$ cat config.mk
export PLATFORM = sky130hd
export DESIGN_NAME = psram_arbiter_flat
export DESIGN_NICKNAME = d
export VERILOG_FILES = /design/src/rtl/psram_arbiter_if.sv /design/src/rtl/psram_arbiter.sv /design/src/flat_wrapper.sv
export SDC_FILE = /design/constraint.sdc
export NUM_CORES = 1
export LEC_CHECK = 0
export CORE_MARGIN = 4
export CORE_UTILIZATION = 36
export CTS_CLUSTER_SIZE = 30
export DETAILED_ROUTE_END_ITERATION = 7
export GPL_TIMING_DRIVEN = 0
export PLACE_DENSITY = 0.86
export SYNTH_ARGS = -nofsm -noshare
export SYNTH_HDL_FRONTEND = slang
export SYNTH_SLANG_ARGS = --single-unit
$ cat constraint.sdc
create_clock -name clk -period 2.14 [get_ports clk]
set_input_delay 0.642 -clock clk [delete_from_list [all_inputs] [get_ports clk]]
set_output_delay 0.642 -clock clk [all_outputs]
set_load 0.02 [all_outputs]
$ cat src/rtl/psram_arbiter_if.sv
// Shared PSRAM bus between the two requesters (flash emulation, CPU iomem) and the arbiter.
// The master modport is the arbiter's view; the slave modport is the requester/memory side.
interface psram_arbiter_if;
  logic        rq0_valid;
  logic [23:0] rq0_addr;
  logic [31:0] rq0_wdata;
  logic [3:0]  rq0_wstrb;
  logic        rq0_ready;
  logic [31:0] rq0_rdata;
  logic        rq0_err;

  logic        rq1_valid;
  logic [23:0] rq1_addr;
  logic [31:0] rq1_wdata;
  logic [3:0]  rq1_wstrb;
  logic        rq1_ready;
  logic [31:0] rq1_rdata;
  logic        rq1_err;

  logic        mem_valid;
  logic [23:0] mem_addr;
  logic [31:0] mem_wdata;
  logic [3:0]  mem_wstrb;
  logic        mem_ready;
  logic [31:0] mem_rdata;

  modport master (
    input  rq0_valid, rq0_addr, rq0_wdata, rq0_wstrb,
    output rq0_ready, rq0_rdata, rq0_err,
    input  rq1_valid, rq1_addr, rq1_wdata, rq1_wstrb,
    output rq1_ready, rq1_rdata, rq1_err,
    output mem_valid, mem_addr, mem_wdata, mem_wstrb,
    input  mem_ready, mem_rdata
  );

  modport slave (
    output rq0_valid, rq0_addr, rq0_wdata, rq0_wstrb,
    input  rq0_ready, rq0_rdata, rq0_err,
    output rq1_valid, rq1_addr, rq1_wdata, rq1_wstrb,
    input  rq1_ready, rq1_rdata, rq1_err,
    input  mem_valid, mem_addr, mem_wdata, mem_wstrb,
    output mem_ready, mem_rdata
  );
endinterface

$ cat src/rtl/psram_arbiter.sv
// Two-port PSRAM arbiter: port 0 normally wins, port 1 is forced through after
// STARVE_LIMIT consecutive losses; stalled transfers are aborted after TIMEOUT cycles.
//
//   state  | meaning
//   IDLE   | no transfer; arbitrate pending requests
//   GRANT0 | port 0 owns the PSRAM bus, waiting for mem_ready or timeout
//   GRANT1 | port 1 owns the PSRAM bus, waiting for mem_ready or timeout
//   DONE0  | one-cycle rq0_ready (and rq0_err if aborted)
//   DONE1  | one-cycle rq1_ready (and rq1_err if aborted)
module psram_arbiter #(
  parameter int STARVE_LIMIT = 4,
  parameter int TIMEOUT      = 255
) (
  input  logic              clk,
  input  logic              resetn,
  psram_arbiter_if.master   bus,
  output logic [7:0]        timeout_count
);

  localparam logic [2:0] IDLE   = 3'd0;
  localparam logic [2:0] GRANT0 = 3'd1;
  localparam logic [2:0] GRANT1 = 3'd2;
  localparam logic [2:0] DONE0  = 3'd3;
  localparam logic [2:0] DONE1  = 3'd4;

  localparam logic [3:0]  STARVE_MAX = STARVE_LIMIT[3:0];
  localparam logic [7:0]  TO_MAX     = TIMEOUT[7:0];
  localparam logic [31:0] ABORT_DATA = 32'hDECAFBAD;

  logic [2:0]  state, state_nxt;
  logic [3:0]  starve_cnt;
  logic [7:0]  to_cnt;
  logic        err_q;
  logic [31:0] rdata0_q, rdata1_q;
  logic        granted, timed_out, finish;

  assign granted   = (state == GRANT0) || (state == GRANT1);
  assign timed_out = granted && !bus.mem_ready && (to_cnt == TO_MAX);
  assign finish    = granted && (bus.mem_ready || timed_out);

  always_comb begin
    state_nxt = state;
    case (state)
      IDLE: begin
        if (bus.rq0_valid && bus.rq1_valid)
          state_nxt = (starve_cnt == STARVE_MAX) ? GRANT1 : GRANT0;
        else if (bus.rq0_valid)
          state_nxt = GRANT0;
        else if (bus.rq1_valid)
          state_nxt = GRANT1;
      end
      GRANT0:  if (finish) state_nxt = DONE0;
      GRANT1:  if (finish) state_nxt = DONE1;
      DONE0,
      DONE1:   state_nxt = IDLE;
      default: state_nxt = IDLE;
    endcase
  end

  always_ff @(posedge clk or negedge resetn) begin
    if (!resetn) begin
      state         <= IDLE;
      starve_cnt    <= 4'd0;
      to_cnt        <= 8'd0;
      err_q         <= 1'b0;
      rdata0_q      <= 32'd0;
      rdata1_q      <= 32'd0;
      timeout_count <= 8'd0;
    end else begin
      state <= state_nxt;

      // Port 1 only accrues starvation when it actually lost an arbitration.
      if (state == IDLE && state_nxt == GRANT1)
        starve_cnt <= 4'd0;
      else if (state == IDLE && state_nxt == GRANT0 && bus.rq1_valid &&
               starve_cnt != STARVE_MAX)
        starve_cnt <= starve_cnt + 4'd1;

      to_cnt <= (granted && !finish) ? to_cnt + 8'd1 : 8'd0;

      if (finish) begin
        err_q <= timed_out;
        if (state == GRANT0)
          rdata0_q <= timed_out ? ABORT_DATA : bus.mem_rdata;
        else
          rdata1_q <= timed_out ? ABORT_DATA : bus.mem_rdata;
      end

      if (timed_out && timeout_count != 8'hFF)
        timeout_count <= timeout_count + 8'd1;
    end
  end

  always_comb begin
    bus.mem_addr  = 24'd0;
    bus.mem_wdata = 32'd0;
    bus.mem_wstrb = 4'd0;
    if (state == GRANT0) begin
      bus.mem_addr  = bus.rq0_addr;
      bus.mem_wdata = bus.rq0_wdata;
      bus.mem_wstrb = bus.rq0_wstrb;
    end else if (state == GRANT1) begin
      bus.mem_addr  = bus.rq1_addr;
      bus.mem_wdata = bus.rq1_wdata;
      bus.mem_wstrb = bus.rq1_wstrb;
    end
  end

  assign bus.mem_valid = granted;
  assign bus.rq0_ready = (state == DONE0);
  assign bus.rq1_ready = (state == DONE1);
  assign bus.rq0_err   = (state == DONE0) && err_q;
  assign bus.rq1_err   = (state == DONE1) && err_q;
  assign bus.rq0_rdata = rdata0_q;
  assign bus.rq1_rdata = rdata1_q;

endmodule

$ cat src/flat_wrapper.sv
// flat-port wrapper written by rule: the top's interface ports become plain ports
module psram_arbiter_flat 
#(
  parameter int STARVE_LIMIT = 4,
  parameter int TIMEOUT      = 255
)
  (clk, resetn, timeout_count, bus_rq0_valid, bus_rq0_addr, bus_rq0_wdata, bus_rq0_wstrb, bus_rq0_ready, bus_rq0_rdata, bus_rq0_err, bus_rq1_valid, bus_rq1_addr, bus_rq1_wdata, bus_rq1_wstrb, bus_rq1_ready, bus_rq1_rdata, bus_rq1_err, bus_mem_valid, bus_mem_addr, bus_mem_wdata, bus_mem_wstrb, bus_mem_ready, bus_mem_rdata);
  psram_arbiter_if bus_i ();
  input  logic clk;
  input  logic resetn;
  output logic [7:0] timeout_count;
  input wire logic [$bits(bus_i.rq0_valid)-1:0] bus_rq0_valid;
  input wire logic [$bits(bus_i.rq0_addr)-1:0] bus_rq0_addr;
  input wire logic [$bits(bus_i.rq0_wdata)-1:0] bus_rq0_wdata;
  input wire logic [$bits(bus_i.rq0_wstrb)-1:0] bus_rq0_wstrb;
  output wire logic [$bits(bus_i.rq0_ready)-1:0] bus_rq0_ready;
  output wire logic [$bits(bus_i.rq0_rdata)-1:0] bus_rq0_rdata;
  output wire logic [$bits(bus_i.rq0_err)-1:0] bus_rq0_err;
  input wire logic [$bits(bus_i.rq1_valid)-1:0] bus_rq1_valid;
  input wire logic [$bits(bus_i.rq1_addr)-1:0] bus_rq1_addr;
  input wire logic [$bits(bus_i.rq1_wdata)-1:0] bus_rq1_wdata;
  input wire logic [$bits(bus_i.rq1_wstrb)-1:0] bus_rq1_wstrb;
  output wire logic [$bits(bus_i.rq1_ready)-1:0] bus_rq1_ready;
  output wire logic [$bits(bus_i.rq1_rdata)-1:0] bus_rq1_rdata;
  output wire logic [$bits(bus_i.rq1_err)-1:0] bus_rq1_err;
  output wire logic [$bits(bus_i.mem_valid)-1:0] bus_mem_valid;
  output wire logic [$bits(bus_i.mem_addr)-1:0] bus_mem_addr;
  output wire logic [$bits(bus_i.mem_wdata)-1:0] bus_mem_wdata;
  output wire logic [$bits(bus_i.mem_wstrb)-1:0] bus_mem_wstrb;
  input wire logic [$bits(bus_i.mem_ready)-1:0] bus_mem_ready;
  input wire logic [$bits(bus_i.mem_rdata)-1:0] bus_mem_rdata;
  assign bus_i.rq0_valid = bus_rq0_valid;
  assign bus_i.rq0_addr = bus_rq0_addr;
  assign bus_i.rq0_wdata = bus_rq0_wdata;
  assign bus_i.rq0_wstrb = bus_rq0_wstrb;
  assign bus_rq0_ready = bus_i.rq0_ready;
  assign bus_rq0_rdata = bus_i.rq0_rdata;
  assign bus_rq0_err = bus_i.rq0_err;
  assign bus_i.rq1_valid = bus_rq1_valid;
  assign bus_i.rq1_addr = bus_rq1_addr;
  assign bus_i.rq1_wdata = bus_rq1_wdata;
  assign bus_i.rq1_wstrb = bus_rq1_wstrb;
  assign bus_rq1_ready = bus_i.rq1_ready;
  assign bus_rq1_rdata = bus_i.rq1_rdata;
  assign bus_rq1_err = bus_i.rq1_err;
  assign bus_mem_valid = bus_i.mem_valid;
  assign bus_mem_addr = bus_i.mem_addr;
  assign bus_mem_wdata = bus_i.mem_wdata;
  assign bus_mem_wstrb = bus_i.mem_wstrb;
  assign bus_i.mem_ready = bus_mem_ready;
  assign bus_i.mem_rdata = bus_mem_rdata;
  psram_arbiter #(.STARVE_LIMIT(STARVE_LIMIT), .TIMEOUT(TIMEOUT)) u_core (.clk(clk), .resetn(resetn), .bus(bus_i), .timeout_count(timeout_count));
endmodule
# --- After elaboration in Yosys (flattened, before gate mapping) ---
# Index checks and enable logic that the tools add are counted.
totals:
  reg_bits: 88
  in_bits: 157
  word_cells: 58
classes:
  addsub: 3
  eq_ne: 10
  n_mux: 17
  bitwise: 1
  reduce_logical: 20
op_table:
  columns: ["op", "count"]
  rows:
  - ["2-to-1 mux 32 bit", 3]
  - ["2-to-1 mux 24 bit", 2]
  - ["adder 8 x 1 -> 8 bit (second input constant)", 2]
  - ["2-to-1 mux 4 bit", 4]
  - ["2-to-1 mux 3 bit", 5]
  - ["logical AND 1 bit", 12]
  - ["== test 3 x 2 -> 1 bit (second input constant)", 3]
  - ["case mux 3 bit (3 select lines)", 1]
  - ["== test 8 bit (second input constant)", 1]
  - ["2-to-1 mux 8 bit", 1]
  - ["!= test 8 bit (second input constant)", 1]
  - ["== test 3 x 1 -> 1 bit (second input constant)", 2]
  - ["adder 4 x 1 -> 4 bit (second input constant)", 1]
  - ["== test 4 x 3 -> 1 bit (second input constant)", 1]
  - ["!= test 4 x 3 -> 1 bit (second input constant)", 1]
  - ["AND reduction 2 bit", 2]
  - ["== test 3 bit (second input constant)", 1]
  - ["zero test 3 bit", 1]
  - ["zero test 1 bit", 2]
  - ["logical OR 1 bit", 2]
  - ["2-to-1 mux 2 bit", 1]
  - ["nonzero test 2 bit", 1]
  - ["NOT 1 bit", 1]

# --- Logic depth before layout (Yosys ltp) ---
# Gate-level depths: netlist of run 1.
logic_depth:
  ltp_word: 14
  depth_mapped: 7

# --- Worst setup path before layout of run 1 ---
# No wires, ideal clock.
synth_path:
  kind: "flip-flop to output port"
  start: "register u_core.state[1]"
  end: "output port bus_mem_addr[0]"
  arrival_time_ns: 1.433
  setup_slack_ns: 0.065
  stages_incl_launch_ff: 6
  path_cell_list: "dfrtp_1 buf_4 nor3b_1 buf_2 buf_1 a22o_1"
synth_between:
  elab_chain_cells: 3
  word_cells_on_any_way: 4
  cone_classes: "2 x eq/ne; 2 x mux"
synth_lines:
  columns: ["item", "line_no", "text"]
  rows:
  - ["from (decl)", "psram_arbiter.sv:30", "logic [2:0] state, state_nxt;"]
  - ["from (signal assigned)", "psram_arbiter.sv:70", "state <= state_nxt;"]
  - ["== test 3 x 2 -> 1 bit", "psram_arbiter.sv:102", "end else if (state == GRANT1) begin"]
  - ["2-to-1 mux 24 bit", "psram_arbiter.sv:102", null]
  - ["2-to-1 mux 24 bit (*)", "psram_arbiter.sv:98", "if (state == GRANT0) begin"]
  - ["to (decl)", "flat_wrapper.sv:27", "output wire logic [$bits(bus_i.mem_addr)-1:0] bus_mem_addr;"]
# Mark *: on every way between the ends. The rest lies on a longest branch, timed or not.

# --- Final worst setup path of run 1 ---
layout_path:
  start: "register u_core.state[0]"
  end: "output port bus_mem_addr[19]"
# The elaborated chain is that of the path after synthesis.

==> flow_metrics.py, run 1 <==
metrics = {
    "timing": {
        "fin_ws_ns": -0.239,
        "rsz0062_at_grt": "true",
        "tns_ns": -11.85,
        "fmax_mhz": 420,
        "finalCritPeriodShare_pct": 111,
        "setup_viol": 63,
        "fin_skew_ns": 0.00605,
        "tightest_slew_ns": 0.419,
        "slew_viol_final": 0,
        "holdWs_ns": 0.236,
        "finalHoldViolCount": 0,
        "slew_headroom_pct": 72.1,
        "min_period_ns": 2.38,
    },
    "synth": {
        "yosys_most_used_dff": "dfrtp_1",
        "postSynth.asyncResetShare_pct": 100,
        "ys_types": 46,
        "ys_seq_elements": 88,
        "syn_area_sq_mm": 0.00434,
        "syn_inst": 442,
        "syn_avg_cell_area_sq_um": 9.83,
        "synth_warnings": 0,
        "synth_nets": 603,
        "synth_edf_count": 0,
        "yosysSeqAreaShare_pct": 50.7,
    },
    "finish": {
        "stdcell_area_sq_mm": 0.00821,
        "ff_latch_area_sq_mm": 0.00220,
        "area.growth.synth_to_final_pct": 89.1,
        "fill_cells": 876,
        "multiInputGateArea_sq_mm": 0.00198,
        "nets": 925,
        "utilization_pct": 70.7,
        "drive_above_1_share_pct": 19.1,
    },
    "drt": {
        "drt-pass1-iter-count": 6,
        "via_per_inst": 5.50,
        "vias": 5036,
        "wirelength_mm": 19.9,
        "antenna_left": 0,
        "wl_per_cell_um": 21.7,
        "drt_iter0_drc": 327,
        "drc": 0,
    },
    "clock_tree": {
        "clock_sinks": 88,
        "clk_latency_ns": 0.34,
        "cts_tree": "yes",
        "clkTransAtPathRegs_ns": 0.07,
        "cts-buffers-inserted": 9,
        "clockBufferDepth": 2,
        "cts_root_buffer": "clkbuf_16",
        "h-tree-depth": 3,
    },
    "global_route": {
        "grt_max_degree": 59,
        "grt_pass1_wl_mm": 30.5,
        "grt_pass1_vias": 5383,
        "antenna_found_initial": 4,
        "grtUsageTotal_pct": 27.8,
        "grt-ovfl-total": 0,
    },
    "worst_setup_path": {
        "critical_path_class": "reg2out",
        "startpoint_type": "flip-flop",
        "worst_path_most_repeated_cell": "buf_6",
        "crit_chain": "buf_6 > nor3b_4 > buf_12 > clkbuf_16 > a22o_1 > buf_6",
        "cpPeakStageDelay_ns": 0.38,
        "crit_family": "buffers and inverters",
        "path_max_fanout": 8,
        "cp.arrival_ns": 1.74,
        "r2r_slack_ns": 0.18,
        "endpoint_kind": "output pin",
        "critPathSlowestCell": "dfrtp_1",
        "path_buf_inv": 4,
        "critical_path_required_ns": 1.50,
    },
    "die": {
        "rows": 39,
        "fp.dieH_um": 118,
        "io_pins": 294,
        "initial_core_util_pct": 37.4,
        "coreArea_sq_mm": 0.0116,
        "die_area_sq_mm": 0.0139,
        "fp.dieW_um": 118,
    },
    "power_and_ir_drop": {
        "p_leak_nw": 3.59,
        "seqPwrFrac_pct": 23.1,
        "switchingPower_mw": 4.78,
        "intPower_mw": 6.71,
        "ir_worst_vdd_v": 0.000899,
        "powerDensity_mw_per_mm2": 1400,
        "p_comb_share_pct": 63.1,
        "clkPwrFrac_pct": 13.8,
        "switching_share_pct": 41.6,
    },
    "placed_design": {
        "dp_worst_setup_slack_ns": -0.907,
        "dpl-instance-area_sq_mm": 0.00748,
        "finalWeightedCongestion": 0.998,
        "port_buffers": 293,
        "dp_hpwl_mm": 15.1,
    },
    "outcome": {
        "violations": "negative setup slack",
        "status": "finished, violations left",
    },
    "job": {
        "drv_cap": 0,
    },
    "worst_hold_path": {
        "hp-class": "in2async",
    },
}
## per-layer routing
| layer | up-vias | wire, um | GRT usage, % |
|---|---|---|---|
| li1 | 2273 | - | - |
| met2 | 269 | 10300 | 49.0 |
| met3 | 47 | 1510 | 8.46 |
| met4 | 0 | 684 | 10.5 |
| met1 | 2447 | 7400 | 31.6 |
| met5 | - | 0 | 0 |
## final cells by class
class | count | area share, %
Clock buffer | 10 | 2.79
Inverter | 5 | 0.229
Multi-Input combinational cell | 310 | 24.2
Antenna cell | 4 | 0.122
Clock inverter | 6 | 0.823
Sequential cell | 88 | 26.8
Tap cell | 143 | 2.18
Timing Repair Buffer | 312 | 38.8
Buffer | 38 | 4.11
## synthesized netlist by cell type, types with 2 or more instances
library cell / number / area share [%]
o21ai_0: 121 / 14
dfrtp_1: 88 / 51
a22o_1: 60 / 12
nor2_1: 33 / 2.9
nand2_1: 21 / 1.8
clkbuf_1: 14 / 1.2
xor2_1: 10 / 2.0
o21ai_1: 9 / 1.0
buf_2: 8 / 0.92
buf_1: 6 / 0.52
clkbuf_2: 6 / 0.69
nand3_1: 5 / 0.58
a21oi_1: 4 / 0.46
and2_1: 4 / 0.58
ha_1: 4 / 1.2
inv_1: 4 / 0.35
nor3_1: 4 / 0.46
and3_1: 3 / 0.43
buf_4: 3 / 0.52
nor4_1: 3 / 0.43
a21o_1: 2 / 0.35
and4_1: 2 / 0.40
buf_6: 2 / 0.52
nand3b_1: 2 / 0.35
nand4_1: 2 / 0.29
nor4b_2: 2 / 0.69
## state kept, by name, indices dropped and copies added, names as in the netlist
name and count:
u_core.bus.rq0_rdata 32, u_core.bus.rq1_rdata 32, u_core.err_q 1, u_core.starve_cnt 4, u_core.state 3, u_core.timeout_count 8, u_core.to_cnt 8
## stage by stage
step / instances / power, mW
after floorplan: 442 / 5.73
after global placement: 878 / 8.83
after detailed placement: 879 / 8.98
after CTS: 910 / 10.9
after global routing: 916 / 12.1
final: 916 / 11.5
## path summary, 6_finish.rpt
path / startpoint / end / depth (start not counted)
max: u_core.state[0]$_DFF_PN0_ / bus_mem_addr[19] / 6
min: resetn / u_core.bus.rq0_rdata[20]$_DFFE_PN0P_ / 1
max reg2reg: u_core.to_cnt[0]$_DFF_PN0_ / u_core.bus.rq1_rdata[10]$_DFFE_PN0P_ / 7
min reg2reg: u_core.to_cnt[0]$_DFF_PN0_ / u_core.to_cnt[0]$_DFF_PN0_ / 1
max in group asynchronous: resetn / u_core.state[2]$_DFF_PN0_ / 2
min in group clk: u_core.to_cnt[0]$_DFF_PN0_ / u_core.to_cnt[0]$_DFF_PN0_ / 1
## cell usage in the layout, fill, tap and decap left out, types with 4 or more instances in the layout
master	netlist	layout
a21oi_1	4	4
a22o_1	60	60
buf_2	8	7
buf_4	3	19
buf_6	2	71
buf_8	0	9
clkbuf_1	14	9
clkbuf_16	0	10
clkbuf_2	6	4
clkdlybuf4s50_1	0	226
dfrtp_1	88	87
diode_2	0	4
ha_1	4	4
inv_1	4	4
nand2_1	21	21
nand3_1	5	5
nor2_1	33	33
o21ai_0	121	121
o21ai_1	9	9
xor2_1	10	10
## cells by family after synthesis
kind of cell | share of synthesized area (%)
adders and majority gates | 1.15
AOI/OAI and AO/OA | 29.2
muxes | 0.259
buffers and inverters | 4.81
and+or+nand+nor | 11.1
DFF | 50.7
xor gates and xnor gates | 2.85
## timing repair
item,CTS,global route
hold endpoints to repair,0,0
endpoints found under the setup margin,111,129
pin swaps,15,13
setup buffers,13,2
gates cloned,4,0
hold buffers,0,0
resized for setup,362,99
## power groups by stage
| stage | Clock (mW) | Combinational [mW] | Sequential (mW) |
|---|---|---|---|
| 5_1_grt | 1.69 | 7.65 | 2.72 |
| 6_report | 1.59 | 7.25 | 2.65 |
| 3_3_place_gp | 0 | 6.22 | 2.61 |
| 3_5_place_dp | 0 | 6.34 | 2.64 |
| 2_1_floorplan | 0 | 2.47 | 3.27 |
| 4_1_cts | 1.59 | 6.68 | 2.65 |
No activity file was read; power rests on OpenSTA's default activity.
==> run 2, diff against run 1 <==
==> constraint.sdc (replaced) <==
create_clock -name clk -period 2.14 [get_ports clk]
set_input_delay 0.642 -clock clk [delete_from_list [all_inputs] [get_ports clk]]
set_output_delay 0.642 -clock clk [all_outputs]
set_load 0.01 [all_outputs]
==> flow_metrics.py, run 2 (synthesized netlist as in run 1, its figures left out) <==
metrics = {
    "outcome": {
        "status": "finished, violations left",
        "violations": "negative setup slack",
    },
    "drt": {
        "dr.max_layer_used": "met4",
        "drt_iter0_drc": 311,
        "antenna_left": 0,
        "wl_met3_mm": 1.53,
        "drc": 0,
        "wl_per_cell_um": 21.6,
        "wl_met1_mm": 7.46,
        "drt-pass1-iter-count": 5,
        "vias": 5048,
        "via_per_inst": 5.50,
        "met2_wirelength_mm": 10.1,
        "wirelength_mm": 19.8,
    },
    "die": {
        "fp.dieH_um": 118,
        "io_pins": 294,
        "rows": 39,
        "coreArea_sq_mm": 0.0116,
        "initial_core_util_pct": 37.4,
        "die_area_sq_mm": 0.0139,
        "fp.dieW_um": 118,
    },
    "worst_setup_path": {
        "rr_startpoint": "u_core.state[0]$_DFF_PN0_",
        "path_buf_inv": 4,
        "cp.arrival_ns": 1.77,
        "critPathSlowestCell": "dfrtp_1",
        "critical_path_required_ns": 1.50,
        "crit_family": "buffers and inverters",
        "crit_chain": "buf_6 > nor3b_4 > buf_12 > clkbuf_16 > a22o_1 > buf_2",
        "r2r_slack_ns": 0.16,
        "r2r-end": "u_core.timeout_count[1]$_DFFE_PN0P_",
        "path_max_fanout": 9,
        "crit_end": "bus_mem_addr[19]",
        "startpoint": "u_core.state[0]$_DFF_PN0_",
        "r2r_cells": 8,
        "critical_path_class": "reg2out",
        "path_depth": 6,
        "cpPeakStageDelay_ns": 0.39,
        "endpoint_kind": "output pin",
        "startpoint_type": "flip-flop",
    },
    "power_and_ir_drop": {
        "p_leak_nw": 3.56,
        "power_mw": 10.2,
        "powerDensity_mw_per_mm2": 1280,
        "ir_worst_vdd_v": 0.000780,
    },
    "job": {
        "drv_cap": 0,
    },
    "timing": {
        "setup_viol": 61,
        "holdWs_ns": 0.241,
        "rsz0062_at_grt": "true",
        "finalHoldViolCount": 0,
        "fin_skew_ns": 0.00623,
        "fmax_mhz": 415,
        "slew_headroom_pct": 71.0,
        "min_period_ns": 2.41,
        "tightest_slew_ns": 0.435,
        "tns_ns": -12.87,
        "fin_ws_ns": -0.270,
        "finalCritPeriodShare_pct": 113,
        "slew_viol_final": 0,
    },
    "placed_design": {
        "dpl-instance-area_sq_mm": 0.00748,
        "dp_worst_setup_slack_ns": -0.839,
        "port_buffers": 293,
        "finalWeightedCongestion": 0.998,
        "dp_hpwl_mm": 15.1,
    },
    "global_route": {
        "grt_max_degree": 59,
        "grt_pass1_vias": 5370,
        "grt_pass1_wl_mm": 30.5,
        "antenna_found_initial": 4,
        "grtUsageTotal_pct": 27.8,
        "grt-ovfl-total": 0,
    },
    "finish": {
        "fill_cells": 929,
        "drive_above_1_share_pct": 19.1,
        "ff_latch_area_sq_mm": 0.00220,
        "stdcell_area_sq_mm": 0.00800,
        "final_cell_mix": "clkdlybuf4s50_1, o21ai_0, dfrtp_1, a22o_1, buf_2",
        "mostFrequentLayoutCell": "clkdlybuf4s50_1",
        "multiInputGateArea_sq_mm": 0.00198,
        "nets": 926,
        "area.growth.synth_to_final_pct": 84.2,
    },
    "clock_tree": {
        "cts_tree": "yes",
        "clkTransAtPathRegs_ns": 0.06,
        "hold_buffers": 0,
        "clockBufferDepth": 2,
        "h-tree-depth": 3,
        "clk_latency_ns": 0.34,
        "cts-buffers-inserted": 9,
        "clock_sinks": 88,
        "cts_root_buffer": "clkbuf_16",
    },
    "worst_hold_path": {
        "hp-class": "in2async",
    },
}
==> run 2: worst min path at each step <==
stage / end / slack [ns]
finish: u_core.bus.rq1_rdata[20]$_DFFE_PN0P_ / 0.24
floorplan: u_core.bus.rq0_rdata[0]$_DFFE_PN0P_ / 0.35
CTS: u_core.bus.rq1_rdata[13]$_DFFE_PN0P_ / 0.24
detailed placement: u_core.to_cnt[0]$_DFF_PN0_ / 0.48
global route: u_core.bus.rq1_rdata[12]$_DFFE_PN0P_ / 0.26
global placement: u_core.to_cnt[0]$_DFF_PN0_ / 0.46
==> run 2: power by group <==
part           switching, mW  leakage (nW)  total (mW)  internal (mW)
clock                  0.668         0.145        1.58          0.914
sequential             0.378          1.13        2.66           2.28
combinational           2.81          2.28        5.97           3.16
total                   3.86          3.56        10.2           6.35
==> run 2: per-layer routing <==
metal  vias up  track usage (%)
met1      2460             31.7
met4         0             10.1
met5         -                0
met2       268             49.5
met3        46             8.02
li1       2274                -
==> run 2: what timing repair did <==
item	in CTS	in global routing
pin swaps	9	31
endpoints found under the setup margin	111	63
gates cloned	4	3
resized for setup	332	18
buffers inserted	10	2
==> run 2: metrics by stage <==
step,std cells,util (%)
after CTS,908,67.9
after detailed placement,879,64.4
final,917,68.9
after global placement,878,64.2
after global routing,917,68.9
after floorplan,442,-
==> run 2: final cells by class <==
cell class	instances	share of cell area, %
Clock buffer	10	2.86
Inverter	5	0.266
Clock inverter	6	0.844
Tap cell	143	2.24
Multi-Input combinational cell	310	24.7
Sequential cell	88	27.5
Antenna cell	4	0.125
Timing Repair Buffer	313	36.6
Buffer	38	4.77
==> run 2: worst register-to-register path, stage by stage (launching register included) <==
cell and delay, ns:
dfrtp_1 0.39, buf_6 0.13, buf_4 0.15, buf_4 0.15
xor2_4 0.13, buf_4 0.14, nand4_4 0.15, nor2_1 0.28
mux2_2 0.36
==> run 3, diff against run 2 <==
CTS_CLUSTER_DIAMETER = 40   (was unset)
SLEW_MARGIN = 20   (was unset)
==> results of run 3 <==
Final layout, timing and power as in run 2 (identical DEF).
